File: config.mk
export PLATFORM = sky130hd
export DESIGN_NAME = trainled_node
export DESIGN_NICKNAME = d
export VERILOG_FILES = /design/src/rtl/trainled_node.sv
export SDC_FILE = /design/constraint.sdc
export NUM_CORES = 1
export LEC_CHECK = 0
export BUFFER_PORTS_ARGS = -buffer_cell sky130_fd_sc_hd__buf_4
export CORE_UTILIZATION = 55
export DETAILED_ROUTE_END_ITERATION = 10
export GPL_ROUTABILITY_DRIVEN = 0
export PLACE_DENSITY = 0.69
export SLEW_MARGIN = 20
export SYNTH_ARGS = -nofsm -noshare
export SYNTH_HDL_FRONTEND = slang
export SYNTH_SLANG_ARGS = --single-unit
File: constraint.sdc
create_clock -name clk -period 2.1 [get_ports clk]
set_input_delay 0.105 -clock clk [delete_from_list [all_inputs] [get_ports clk]]
set_output_delay 0.105 -clock clk [all_outputs]
set_load 0.01 [all_outputs]
File: src/rtl/trainled_node.sv
// Daisy-chainable TrainLED node: decodes a pulse-width serial stream, keeps NLEDS duties, forwards the rest.
// Optional gamma correction of latched duties is enabled by defining TRAINLED_GAMMA_EN.
`timescale 1ns/1ps

module trainled_node #(
  parameter int NLEDS    = 3,
  parameter int PWM_BITS = 4,
  parameter int T_SAMPLE = 3,
  parameter int T_IDLE   = 16
) (
  input  logic             clk,
  input  logic             rst,
  input  logic             din,
  output logic             dout,
  output logic [NLEDS-1:0] led,
  output logic             frame_strobe
);

  localparam int NBITS = NLEDS * PWM_BITS;
  localparam int BC_W  = $clog2(NBITS + 1);
  localparam int LC_W  = $clog2(T_IDLE + 1);
  localparam int SC_W  = $clog2(T_SAMPLE + 1);

  localparam logic [1:0] ST_CONSUME = 2'd0;
  localparam logic [1:0] ST_ARM     = 2'd1;
  localparam logic [1:0] ST_PASS    = 2'd2;

  localparam logic [BC_W-1:0]     BC_FULL  = BC_W'(NBITS);
  localparam logic [LC_W-1:0]     LC_IDLE  = LC_W'(T_IDLE);
  localparam logic [SC_W-1:0]     SC_FIRE  = SC_W'(T_SAMPLE);
  localparam logic [PWM_BITS-1:0] PWM_LAST = {{(PWM_BITS-1){1'b1}}, 1'b0};

`ifdef TRAINLED_GAMMA_EN
  // (d+1)^2 wraps to 0 for d = max, so subtracting 1 still yields all ones there.
  function automatic logic [PWM_BITS-1:0] gamma_map(input logic [PWM_BITS-1:0] d);
    logic [2*PWM_BITS-1:0] dp1;
    logic [2*PWM_BITS-1:0] sq;
    dp1 = (2*PWM_BITS)'(d) + (2*PWM_BITS)'(1);
    sq  = dp1 * dp1;
    return PWM_BITS'((sq - (2*PWM_BITS)'(1)) >> PWM_BITS);
  endfunction
`endif

  logic [1:0]                     rst_sync_q, rst_sync_d;
  logic                           rst_n;
  logic                           sync1_q, sync1_d;
  logic                           din_s_q, din_s_d;
  logic                           din_prev_q, din_prev_d;
  logic [LC_W-1:0]                low_cnt_q, low_cnt_d;
  logic [SC_W-1:0]                samp_cnt_q, samp_cnt_d;
  logic                           samp_act_q, samp_act_d;
  logic [NBITS-1:0]               sr_q, sr_d;
  logic [BC_W-1:0]                bitcnt_q, bitcnt_d;
  logic [1:0]                     state_q, state_d;
  logic [NLEDS-1:0][PWM_BITS-1:0] duty_q, duty_d;
  logic [PWM_BITS-1:0]            pwm_cnt_q, pwm_cnt_d;
  logic [NLEDS-1:0]               led_q, led_d;
  logic                           strobe_q, strobe_d;

  logic rise, sample_fire, eof, full;

  // The pin reset asserts asynchronously but is released only on a clock edge.
  always_comb begin
    rst_sync_d = {rst_sync_q[0], 1'b1};
  end

  always_ff @(posedge clk or negedge rst) begin
    if (!rst) rst_sync_q <= '0;
    else      rst_sync_q <= rst_sync_d;
  end

  assign rst_n = rst_sync_q[1];

  assign rise        = din_s_q & ~din_prev_q;
  assign sample_fire = samp_act_q && (samp_cnt_q == SC_FIRE);
  assign eof         = !din_s_q && (low_cnt_q == LC_IDLE - LC_W'(1));
  assign full        = (bitcnt_q == BC_FULL);

  always_comb begin
    sync1_d    = din;
    din_s_d    = sync1_q;
    din_prev_d = din_s_q;

    low_cnt_d = low_cnt_q;
    if (din_s_q)                 low_cnt_d = '0;
    else if (low_cnt_q != LC_IDLE) low_cnt_d = low_cnt_q + LC_W'(1);

    samp_cnt_d = samp_cnt_q;
    samp_act_d = samp_act_q;
    if (rise) begin
      samp_cnt_d = SC_W'(1);
      samp_act_d = 1'b1;
    end else if (sample_fire) begin
      samp_act_d = 1'b0;
    end else if (samp_act_q) begin
      samp_cnt_d = samp_cnt_q + SC_W'(1);
    end
  end

  // Frame FSM; EOF overrides whatever state the node is in.
  always_comb begin
    state_d  = state_q;
    bitcnt_d = bitcnt_q;
    sr_d     = sr_q;
    duty_d   = duty_q;
    strobe_d = 1'b0;
    if (eof) begin
      bitcnt_d = '0;
      state_d  = ST_CONSUME;
      if (full) begin
        strobe_d = 1'b1;
        for (int i = 0; i < NLEDS; i++) begin
`ifdef TRAINLED_GAMMA_EN
          duty_d[i] = gamma_map(sr_q[NBITS-1-i*PWM_BITS -: PWM_BITS]);
`else
          duty_d[i] = sr_q[NBITS-1-i*PWM_BITS -: PWM_BITS];
`endif
        end
      end
    end else begin
      case (state_q)
        ST_CONSUME: begin
          if (sample_fire) begin
            sr_d     = {sr_q[NBITS-2:0], din_s_q};
            bitcnt_d = bitcnt_q + BC_W'(1);
            if (bitcnt_q == BC_FULL - BC_W'(1)) state_d = ST_ARM;
          end
        end
        ST_ARM: begin
          if (!din_s_q) state_d = ST_PASS;
        end
        ST_PASS: begin
          state_d = ST_PASS;
        end
        default: state_d = ST_CONSUME;
      endcase
    end
  end

  // Period is 2^PWM_BITS-1 so a full-scale duty stays on continuously.
  always_comb begin
    pwm_cnt_d = (pwm_cnt_q == PWM_LAST) ? '0 : pwm_cnt_q + PWM_BITS'(1);
    for (int i = 0; i < NLEDS; i++) begin
      led_d[i] = (pwm_cnt_q < duty_q[i]);
    end
  end

  always_ff @(posedge clk or negedge rst_n) begin
    if (!rst_n) begin
      sync1_q    <= 1'b0;
      din_s_q    <= 1'b0;
      din_prev_q <= 1'b0;
      low_cnt_q  <= LC_IDLE;
      samp_cnt_q <= '0;
      samp_act_q <= 1'b0;
      sr_q       <= '0;
      bitcnt_q   <= '0;
      state_q    <= ST_CONSUME;
      duty_q     <= '0;
      pwm_cnt_q  <= '0;
      led_q      <= '0;
      strobe_q   <= 1'b0;
    end else begin
      sync1_q    <= sync1_d;
      din_s_q    <= din_s_d;
      din_prev_q <= din_prev_d;
      low_cnt_q  <= low_cnt_d;
      samp_cnt_q <= samp_cnt_d;
      samp_act_q <= samp_act_d;
      sr_q       <= sr_d;
      bitcnt_q   <= bitcnt_d;
      state_q    <= state_d;
      duty_q     <= duty_d;
      pwm_cnt_q  <= pwm_cnt_d;
      led_q      <= led_d;
      strobe_q   <= strobe_d;
    end
  end

  assign dout         = (state_q == ST_PASS) & din_s_q;
  assign led          = led_q;
  assign frame_strobe = strobe_q;

endmodule

---- After elaboration in Yosys (flattened, before gate mapping) ----
Cells that the tools add are included.
storage, ports and cells
  flip-flop bits (word level) ............. 51
cells by class
  add/sub/neg operators ................... 4
  magnitude comparators ................... 3
  equal/unequal tests ..................... 12
  mux-type cells .......................... 18
  bitwise logic cells ..................... 4
  reduce and logical (&&, ||, !) cells .... 14
operators with widths
  operator                                              number
  two-way mux 4 bit                                     4
  two-way mux 2 bit                                     7
  equality test 4 bit (second input constant)           3
  less-than comparator 4 bit                            3
  two-way mux 5 bit                                     2
  nonzero test 2 bit                                    5
  != test 3 bit (second input constant)                 3
  adder 4 x 1 -> 4 bit (second input constant)          2
  case mux 2 bit (3 select lines)                       1
  AND reduction 2 bit                                   3
  AND reduction 3 bit                                   2
  adder 5 x 1 -> 5 bit (second input constant)          1
  equality test 5 x 4 -> 1 bit (second input constant)  1
  != test 5 bit (second input constant)                 1
  equality test 2 bit (second input constant)           2
  two-way mux 1 bit                                     4
  adder 2 x 1 -> 2 bit (second input constant)          1
  bitwise AND 1 bit                                     2
  equality test 2 x 1 -> 1 bit (second input constant)  1
  logical AND 1 bit                                     2
  logical NOT 2 bit                                     1
  != test 2 bit (second input constant)                 1
  inverter 1 bit                                        2
  logical NOT 1 bit                                     1

---- Depth between registers and ports, before layout ----
Gate-level depths: netlist of the first run.
  word-level depth ........................ 5
  depth in mapped cells ................... 7
  mapped depth without buffers ............ 6

---- Worst setup path after synthesis of the first run ----
Ideal clock, no wire load.
  kind .................................... reg-to-reg
  start ................................... register low_cnt_q[0]
  end ..................................... register sr_q[10]
  library setup time ...................... 0.125 ns
  arrival ................................. 1.746 ns
  data required time ...................... 1.975 ns
  path slack .............................. 0.230 ns
  cell stages (with the launch flop) ...... 8
  buffers on the path ..................... 1
  path through ............................ dfrtp_1 > ha_1 > and3_1 > ha_1 > nor2b_4 > nor2_1 > buf_4 > mux2_2
between the ends
  word-level cells in the longest chain between the ends .. 4
ends and longest elaborated chain
  element                               line  text
  start: declaration                    49    logic [LC_W-1:0] low_cnt_q, low_cnt_d;
  start signal: assignment              167   low_cnt_q <= low_cnt_d;
  equality test 5 x 4 -> 1 bit          76    assign eof = !din_s_q && (low_cnt_q == LC_IDLE - LC_W'(1));
  logical AND 1 bit                     76
  inverter 1 bit (no source line)       --
  AND reduction 3 bit (no source line)  --
  end signal: assignment                170   sr_q <= sr_d;
  end: declaration                      52    logic [NBITS-1:0] sr_q, sr_d;
No other way between the ends.
A chain may end at the register's enable or synchronous reset.

---- Worst setup path after layout of the first run ----
  start ................................... register low_cnt_q[1]
  end ..................................... register sr_q[6]
Same word-level chain as after synthesis.

==> flow_summary.yaml, run 1 <==
run_status:
  status: "finished, final reports clean"
floorplan:
  die-area_um2: 4560
  start_util_pct: 58.2
  core_um2: 4060
  die_h_um: 67.5
  dieWidth_um: 67.5
  rows: 23
  ioPinCount: 8
synthesis:
  synth_edf_count: 0
  yosysSeqAreaShare_pct: 54.1
  synth_top_family_by_area: "multiplexers"
  yosysTopAreaCellShare_pct: 53.0
  synthMuxAreaShare_pct: 14.6
  synth_compound_area_share_pct: 6.04
  synthCells: 186
  synth_seq_cells: 51
  yosys-top-cells-count: "50 x dfrtp_1, 22 x inv_1, 18 x ha_1, 15 x mux2_2, 9 x mux2_4"
  synth.area.top_cells: "dfrtp_1 53%, ha_1 9.5%, mux2_2 7.2%, mux2_4 5.7%, inv_1 3.5%"
  synthFlopType: "dfrtp_1"
  synth_most_common_cell: "dfrtp_1"
  yosysUniqueCellTypes: 32
  netlist_area_um2: 2360
  ys.warnings.count: 0
  synth-xor-area-share_pct: 2.22
  synth-simple-area-share_pct: 8.90
  synth_nets: 207
  synthAdderAreaFrac_pct: 9.53
  synth_area_leader_cell: "dfrtp_1"
  synthArstFlopShare_pct: 100
  syn_area_per_cell_um2: 12.7
critical_path:
  worst_setup_path_start_kind: "flop"
  reg2reg_depth: 7
  critPathMostFrequentCell: "ha_1"
  max_stage_delay_ns: 0.42
  required_ns: 2.29
  cpMaxStageDelayCell: "dfrtp_1"
  crit_arrival_ns: 2.18
  crit_chain: "ha_1, and3_1, ha_1, nor2b_4, nor2_1, buf_4, mux2_2"
  path_buf_inv: 1
  crit_fanout: 11
  crit_type: "flop to flop"
  cp_top_family: "simple AND/OR/NAND/NOR gates"
  cp-end-kind: "flop"
  cp_num_cells: 7
sta:
  max_freq_mhz: 502
  fin_tns_setup_ns: 0
  worst_pin_slew_ns: 0.646
  slew_headroom_pct: 55.8
  finalSetupViolations: 0
  period_share_pct: 94.8
  drv_slew: 0
  layout_min_cycle_time_ns: 1.99
  setup_slack_ns: 0.110
  hold_viol: 0
  fin_worst_skew_ns: 0.00819
  rsz0062_at_grt: "no"
pwr:
  p_int_mw: 1.92
  leakagePower_nw: 1.31
  swShare_pct: 28.5
  power_frac_comb_pct: 21.1
  p_sw_uw: 769
  ir_worst_vdd_v: 0.000737
  p_per_area_nw_per_um2: 1010
  clockPowerShare_pct: 29.6
  seq_power_share_pct: 49.3
clock_tree:
  numCtsBuffers: 5
  clk_path_buf_depth: 2
  clk_pin_slew_ns: 0.08
  htree_levels: 2
  cts-root-buf: "clkbuf_8"
  clock_latency_ns: 0.30
  cts_sinks: 51
  cts_tree: "done"
drt:
  drc: 0
  wirelength_um: 3700
  avgRoutedWirePerCell_um: 14.6
  viasPerCell: 5.27
  postRouteAntennaNets: 0
  dr.pass1.iters: 4
  drtIter0Drc: 30
  via_count: 1333
layout:
  n_antenna_cell: 0
  n_fill_cell: 289
  area_growth_syn_to_layout_pct: 12.6
  instances_no_fill: 253
  multiInputGateArea_um2: 978
  final_nets: 223
  ff_latch_area_um2: 1280
  drive_above_1_share_pct: 23.6
global_routing:
  grt_util_all_layers_pct: 18.7
  antenna_found_initial: 0
  grt_pass1_wl_um: 6150
  grt_pass1_vias: 1348
  grt_max_degree: 32
  grt-ovfl-total: 0
place:
  numPortBuffers: 7
  dp_slack_ns: 0.112
  hpwl_um: 2480
  place_inst: 242
flow_run:
  timing.max_cap.violations: 0
min_path:
  hp-class: "primary input to asynchronous set/reset pin"
## sequential cells by signal, indices dropped and copies added, names as in the netlist, 2 cells and up
signal and count:
bitcnt_q 4, duty_q 12, led 3, low_cnt_q 5, pwm_cnt_q 4, rst_sync_q 2
samp_cnt_q 2, sr_q 12, state_q 2
## final timing paths
kind	startpoint	endpoint	slack, ns
worst max-delay path	low_cnt_q[1]$_DFFE_PN0P_	sr_q[6]$_DFFE_PN0P_	0.11
worst min-delay path	rst	rst_sync_q[0]$_DFF_PN0_	0.12
worst max register to register	low_cnt_q[1]$_DFFE_PN0P_	sr_q[6]$_DFFE_PN0P_	0.11
worst min register to register	rst_sync_q[1]$_DFF_PN0_	low_cnt_q[2]$_DFFE_PN0P_	0.21
max in group asynchronous	rst_sync_q[1]$_DFF_PN0_	duty_q[10]$_DFFE_PN0P_	1.39
min in group clk	rst_sync_q[0]$_DFF_PN0_	rst_sync_q[1]$_DFF_PN0_	0.36
## power groups by stage
| stage | Combinational (mW) | Clock [mW] | Sequential (mW) |
|---|---|---|---|
| after floorplan | 0.458 | 0 | 1.30 |
| after global placement | 0.527 | 0 | 1.33 |
| after detailed placement | 0.562 | 0 | 1.35 |
| after CTS | 0.570 | 0.818 | 1.32 |
| after global routing | 0.641 | 0.854 | 1.35 |
| final | 0.569 | 0.797 | 1.33 |
## metrics by stage
| step | hold WS, ns | total power [mW] | instance area [µm²] | utilization (%) |
|---|---|---|---|---|
| 2_1_floorplan | -0.191 | 1.76 | 2360 | - |
| 3_3_place_gp | -0.113 | 1.86 | 2480 | 61.2 |
| 3_5_place_dp | -0.111 | 1.91 | 2480 | 61.2 |
| 4_1_cts | 0.106 | 2.71 | 2640 | 65.0 |
| 5_1_grt | 0.112 | 2.85 | 2660 | 65.5 |
| 6_report | 0.122 | 2.69 | 2660 | 65.5 |
## per-layer routing
layer	global-route usage, %	up-vias	share of wire, %
met5	0	-	0
met4	7.98	0	1.7
met3	4.56	6	2.4
met2	27.2	12	45
met1	26.4	663	51
li1	-	652	-
## final cells by class
cell class / count / share of cell area, %
Clock buffer: 5 / 2.59
Multi-Input combinational cell: 110 / 36.8
Clock inverter: 3 / 2.54
Inverter: 22 / 3.11
Timing Repair Buffer: 12 / 4.52
Tap cell: 50 / 2.35
Sequential cell: 51 / 48.1
## placed cells by master, fill, tap and decap left out, types with 2 or more instances in the layout
cell	n
xnor2_1	3
nor2_1	7
a21o_1	6
mux2_4	9
inv_1	22
dlygate4sd3_1	2
buf_12	2
mux2_2	15
nand2b_1	7
mux2i_1	4
nand2_1	7
ha_1	18
o21ai_0	8
a21oi_1	7
nand3_1	3
bufinv_16	2
buf_4	8
clkbuf_8	5
xor2_1	3
dfrtp_1	49
## worst reg2reg max path, cell delays in order, from the launching register on
cell     delay (ns)
dfrtp_1        0.42
ha_1           0.21
and3_1         0.18
ha_1           0.21
nor2b_4        0.17
nor2_1         0.14
buf_4          0.21
mux2_2         0.35
## cells by family after synthesis
| kind of cell | after synthesis |
|---|---|
| flops | 51 |
| simple gates | 33 |
| mux | 28 |
| buf+inv | 25 |
| compound gates | 24 |
| fa+ha+maj | 18 |
| xor+xnor | 6 |
| other cells | 1 |
## timing repair
| item | 4_1_cts | 5_1_grt |
|---|---|---|
| setup endpoints to repair | 0 | 12 |
| hold endpoints to repair | 3 | 0 |
| resized for setup | 0 | 0 |
| setup buffers | 0 | 1 |
| hold buffers | 2 | 0 |
Power figures use the tool's default switching activity.
==> run 2: changes to the inputs <==
Settings changed: SETUP_SLACK_MARGIN set to 0.2.
==> flow_summary.yaml, run 2 (synthesis gave the netlist of run 1 again) <==
sta:
  setup_slack_ns: 0.190
  slew_headroom_pct: 55.6
  worst_pin_slew_ns: 0.650
  rsz0062_at_grt: "yes"
  fin_worst_skew_ns: 0.00535
  drv_slew: 0
  fin_tns_setup_ns: 0
  hold_viol: 0
  period_share_pct: 90.9
  max_freq_mhz: 524
  layout_min_cycle_time_ns: 1.91
  finalSetupViolations: 0
clock_tree:
  cts_tree: "done"
  htree_levels: 2
  clock_latency_ns: 0.30
  numCtsBuffers: 5
  cts-root-buf: "clkbuf_8"
  clk_path_buf_depth: 2
  clk_pin_slew_ns: 0.09
  cts_sinks: 51
drt:
  wirelength_um: 3850
  drtIter0Drc: 41
  avgRoutedWirePerCell_um: 14.8
  drc: 0
  viasPerCell: 5.27
  via_count: 1364
  postRouteAntennaNets: 0
  dr.pass1.iters: 4
layout:
  n_fill_cell: 279
  n_antenna_cell: 0
  multiInputGateArea_um2: 1010
  drive_above_1_share_pct: 27.8
  mostFrequentLayoutCell: "dfrtp_1"
  mostFrequentLayoutCells: "49 x dfrtp_1, 22 x inv_1, 16 x ha_1"
  area_growth_syn_to_layout_pct: 16.5
  final_util_pct: 67.8
  ff_latch_area_um2: 1280
  reg_top3: "duty_q: 12 flops, sr_q: 12 flops, low_cnt_q: 5 flops"
  final_nets: 229
critical_path:
  crit_arrival_ns: 2.10
  reg2reg_depth: 7
  crit_path_start: "low_cnt_q[0]$_DFFE_PN0P_"
  crit_fanout: 6
  r2r-start: "low_cnt_q[0]$_DFFE_PN0P_"
  path_buf_inv: 1
  cp-end-kind: "flop"
  max_stage_delay_ns: 0.37
  cp_num_cells: 7
  required_ns: 2.29
  worst_setup_path_start_kind: "flop"
  crit_chain: "ha_2, and3_4, ha_4, nor2b_4, nand4_4, clkbuf_16, mux2_4"
  crit_type: "flop to flop"
  cp_top_family: "simple AND/OR/NAND/NOR gates"
  cpMaxStageDelayCell: "dfrtp_1"
global_routing:
  antenna_found_initial: 0
  grt_util_all_layers_pct: 19.1
  grt-ovfl-total: 0
  gr-usage-met1_pct: 26.8
  grt_pass1_vias: 1374
  met3_usage_pct: 4.56
  busiest_layer: "met2"
  grt_pass1_wl_um: 6280
  grtUsageMet2_pct: 28.1
  grt_max_degree: 32
floorplan:
  rows: 23
  ioPinCount: 8
  core_um2: 4060
  die-area_um2: 4560
  dieWidth_um: 67.5
  die_h_um: 67.5
  start_util_pct: 58.2
place:
  hpwl_um: 2480
  dp_slack_ns: 0.112
  numPortBuffers: 7
pwr:
  ir_worst_vdd_v: 0.000745
  p_per_area_nw_per_um2: 988
  leakagePower_nw: 1.35
flow_run:
  timing.max_cap.violations: 0
run_status:
  status: "finished, final reports clean"
min_path:
  hp-class: "primary input to asynchronous set/reset pin"
## run 2: layer usage
layer / share of wire [%] / vias to the layer above
li1: - / 667
met1: 51 / 677
met2: 45 / 14
met3: 2.3 / 6
met4: 1.6 / 0
met5: 0 / -
## run 2: area by class of cell
type                            instances  area share (%)
Inverter                               22            3.00
Clock inverter                          3            2.45
Sequential cell                        51            46.5
Timing Repair Buffer                   18            6.77
Multi-Input combinational cell        110            36.5
Clock buffer                            5            2.50
Tap cell                               50            2.27
## run 2: what timing repair did
| action | CTS | global route |
|---|---|---|
| endpoints found under the hold margin | 3 | 0 |
| hold buffers | 2 | 0 |
| buffers inserted | 2 | 3 |
| gates cloned | 1 | 1 |
| gates resized for setup | 5 | 3 |
| endpoints found under the setup margin | 23 | 23 |
| pin swaps | 2 | 2 |
## run 2: power breakdown
part / leakage (nW) / internal (mW) / switching (mW)
registers: 0.662 / 1.16 / 0.161
clock network: 0.0644 / 0.475 / 0.321
logic: 0.621 / 0.314 / 0.288
## run 2: final timing paths
check	end	slack, ns
min in group clk	rst_sync_q[1]$_DFF_PN0_	0.36
worst max-delay path	duty_q[3]$_DFFE_PN0P_	0.19
worst min-delay path	rst_sync_q[0]$_DFF_PN0_	0.12
worst max register to register	duty_q[3]$_DFFE_PN0P_	0.19
max in group asynchronous	duty_q[1]$_DFFE_PN0P_	1.39
worst min register to register	sr_q[0]$_DFFE_PN0P_	0.21
## run 2: per-stage QoR
step / power, mW / hold WS, ns / instance area (µm²) / std cells
after floorplan: 1.76 / -0.191 / 2360 / 186
after global placement: 1.86 / -0.113 / 2480 / 242
after detailed placement: 1.91 / -0.111 / 2480 / 242
after CTS: 2.75 / 0.106 / 2690 / 255
after global routing: 2.88 / 0.112 / 2750 / 259
final: 2.72 / 0.118 / 2750 / 259
==> run 3: changes to the inputs <==
Settings changed: CORE_ASPECT_RATIO set to 2.
==> flow_summary.yaml, run 3 (synthesis gave the netlist of run 1 again) <==
floorplan:
  die_h_um: 94.7
  core_um2: 4090
  dieWidth_um: 48.3
  start_util_pct: 57.8
  ioPinCount: 8
  rows: 33
  die-area_um2: 4580
critical_path:
  cp_top_family: "simple AND/OR/NAND/NOR gates"
  required_ns: 2.29
  worst_setup_path_start_kind: "flop"
  cpMaxStageDelayCell: "dfrtp_1"
  crit_fanout: 6
  crit_type: "flop to flop"
  cp-end-kind: "flop"
  path_buf_inv: 1
  crit_arrival_ns: 2.06
  max_stage_delay_ns: 0.41
  crit_chain: "ha_2, and3_4, ha_4, nor2b_4, nand4_4, clkbuf_16, mux2_4"
layout:
  final_nets: 231
  instances_no_fill: 263
  mostFrequentLayoutCells: "49 x dfrtp_1, 22 x inv_1, 16 x ha_1"
  reg_top3: "duty_q: 12 flops, sr_q: 12 flops, low_cnt_q: 5 flops"
  drive_above_1_share_pct: 28.0
  area_growth_syn_to_layout_pct: 14.8
  n_antenna_cell: 0
  mostFrequentLayoutCell: "dfrtp_1"
  fin_area_um2: 2710
place:
  numPortBuffers: 7
  hpwl_um: 3020
  postPlaceCellArea_um2: 2490
  place_inst: 246
drt:
  avgRoutedWirePerCell_um: 15.7
  route.met2.wl_um: 2530
  postRouteAntennaNets: 0
  drc: 0
  m1WireLength_um: 1450
  viasPerCell: 5.21
  highest_layer: "met4"
  wirelength_um: 4130
  dr.pass1.iters: 4
  via_count: 1371
  route.met3.wl_um: 65
  drtIter0Drc: 18
global_routing:
  grt_util_all_layers_pct: 20.2
  grt_pass1_wl_um: 6750
  grt_pass1_vias: 1493
  antenna_found_initial: 0
  grt_max_degree: 19
  grt-ovfl-total: 0
clock_tree:
  cts_tree: "done"
  cts-root-buf: "clkbuf_8"
  cts_sinks: 51
  htree_levels: 2
  clock_latency_ns: 0.30
  clk_path_buf_depth: 2
  numCtsBuffers: 5
  clk_pin_slew_ns: 0.09
min_path:
  hp-class: "primary input to asynchronous set/reset pin"
sta:
  drv_slew: 0
  period_share_pct: 88.8
  fin_worst_skew_ns: 0.0114
  layout_min_cycle_time_ns: 1.87
  worst_pin_slew_ns: 0.512
  finalSetupViolations: 0
  hold_viol: 0
  max_freq_mhz: 536
  slew_headroom_pct: 65.0
  worst_hold_slack_ns: 0.120
  rsz0062_at_grt: "yes"
  fin_tns_setup_ns: 0
pwr:
  leakagePower_nw: 1.34
  ir_worst_vdd_v: 0.000842
  p_per_area_nw_per_um2: 917
flow_run:
  timing.max_cap.violations: 0
run_status:
  status: "finished, final reports clean"
run 3: cell types whose count changed in the layout (fill, tap and decap cells not counted), sizes merged:
cell | previous run | this run
clkinv | 0 | 2
buf | 15 | 17
clkbuf | 6 | 7
bufinv | 2 | 0
clkinvlp | 1 | 0
run 3: cell type report:
cell class	count	area, µm²
clock buffer	6	72.6
clock inverter	2	13.8
fill	299	1380
inverter	22	82.6
multi-input combinational	110	1010
sequential	51	1280
tap	52	65.1
timing repair buffer	20	193
run 3: worst paths after layout:
| check | start | endpoint | cells after the start | slack (ns) |
|---|---|---|---|---|
| max | low_cnt_q[1]$_DFFE_PN0P_ | duty_q[3]$_DFFE_PN0P_ | 7 | 0.23 |
| min | rst | rst_sync_q[1]$_DFF_PN0_ | 2 | 0.12 |
| max reg2reg | low_cnt_q[1]$_DFFE_PN0P_ | duty_q[3]$_DFFE_PN0P_ | 7 | 0.23 |
| min reg2reg | rst_sync_q[1]$_DFF_PN0_ | sr_q[6]$_DFFE_PN0P_ | 0 | 0.17 |
| max in group asynchronous | rst_sync_q[1]$_DFF_PN0_ | low_cnt_q[4]$_DFFE_PN1P_ | 1 | 1.33 |
| min in group clk | rst_sync_q[0]$_DFF_PN0_ | rst_sync_q[1]$_DFF_PN0_ | 0 | 0.36 |
run 3: routing by layer:
layer	up-vias	GRT usage (%)
li1	670	-
met1	680	18.3
met2	15	41.7
met3	6	2.42
met4	0	10.8
met5	-	0
run 3: power breakdown:
group,switching (mW),internal [mW],total [mW]
Combinational,0.304,0.320,0.625
Sequential,0.164,1.16,1.33
Clock,0.301,0.235,0.536
Total,0.769,1.72,2.49
run 3: what timing repair did:
| item | in CTS | in global routing |
|---|---|---|
| hold buffers | 2 | 0 |
| setup endpoints to repair | 23 | 23 |
| hold endpoints to repair | 3 | 0 |
| cloned | 1 | 1 |
| pin swaps | 2 | 1 |
| resized for setup | 6 | 3 |
| setup buffers | 3 | 2 |
run 3: stage by stage:
stage	util, %	setup WS (ns)	power (mW)
6_report	66.3	0.235	2.49
2_1_floorplan	-	0.230	1.76
3_5_place_dp	60.9	0.0939	1.92
5_1_grt	66.3	0.166	2.64
4_1_cts	64.9	0.210	2.51
3_3_place_gp	60.9	0.161	1.87
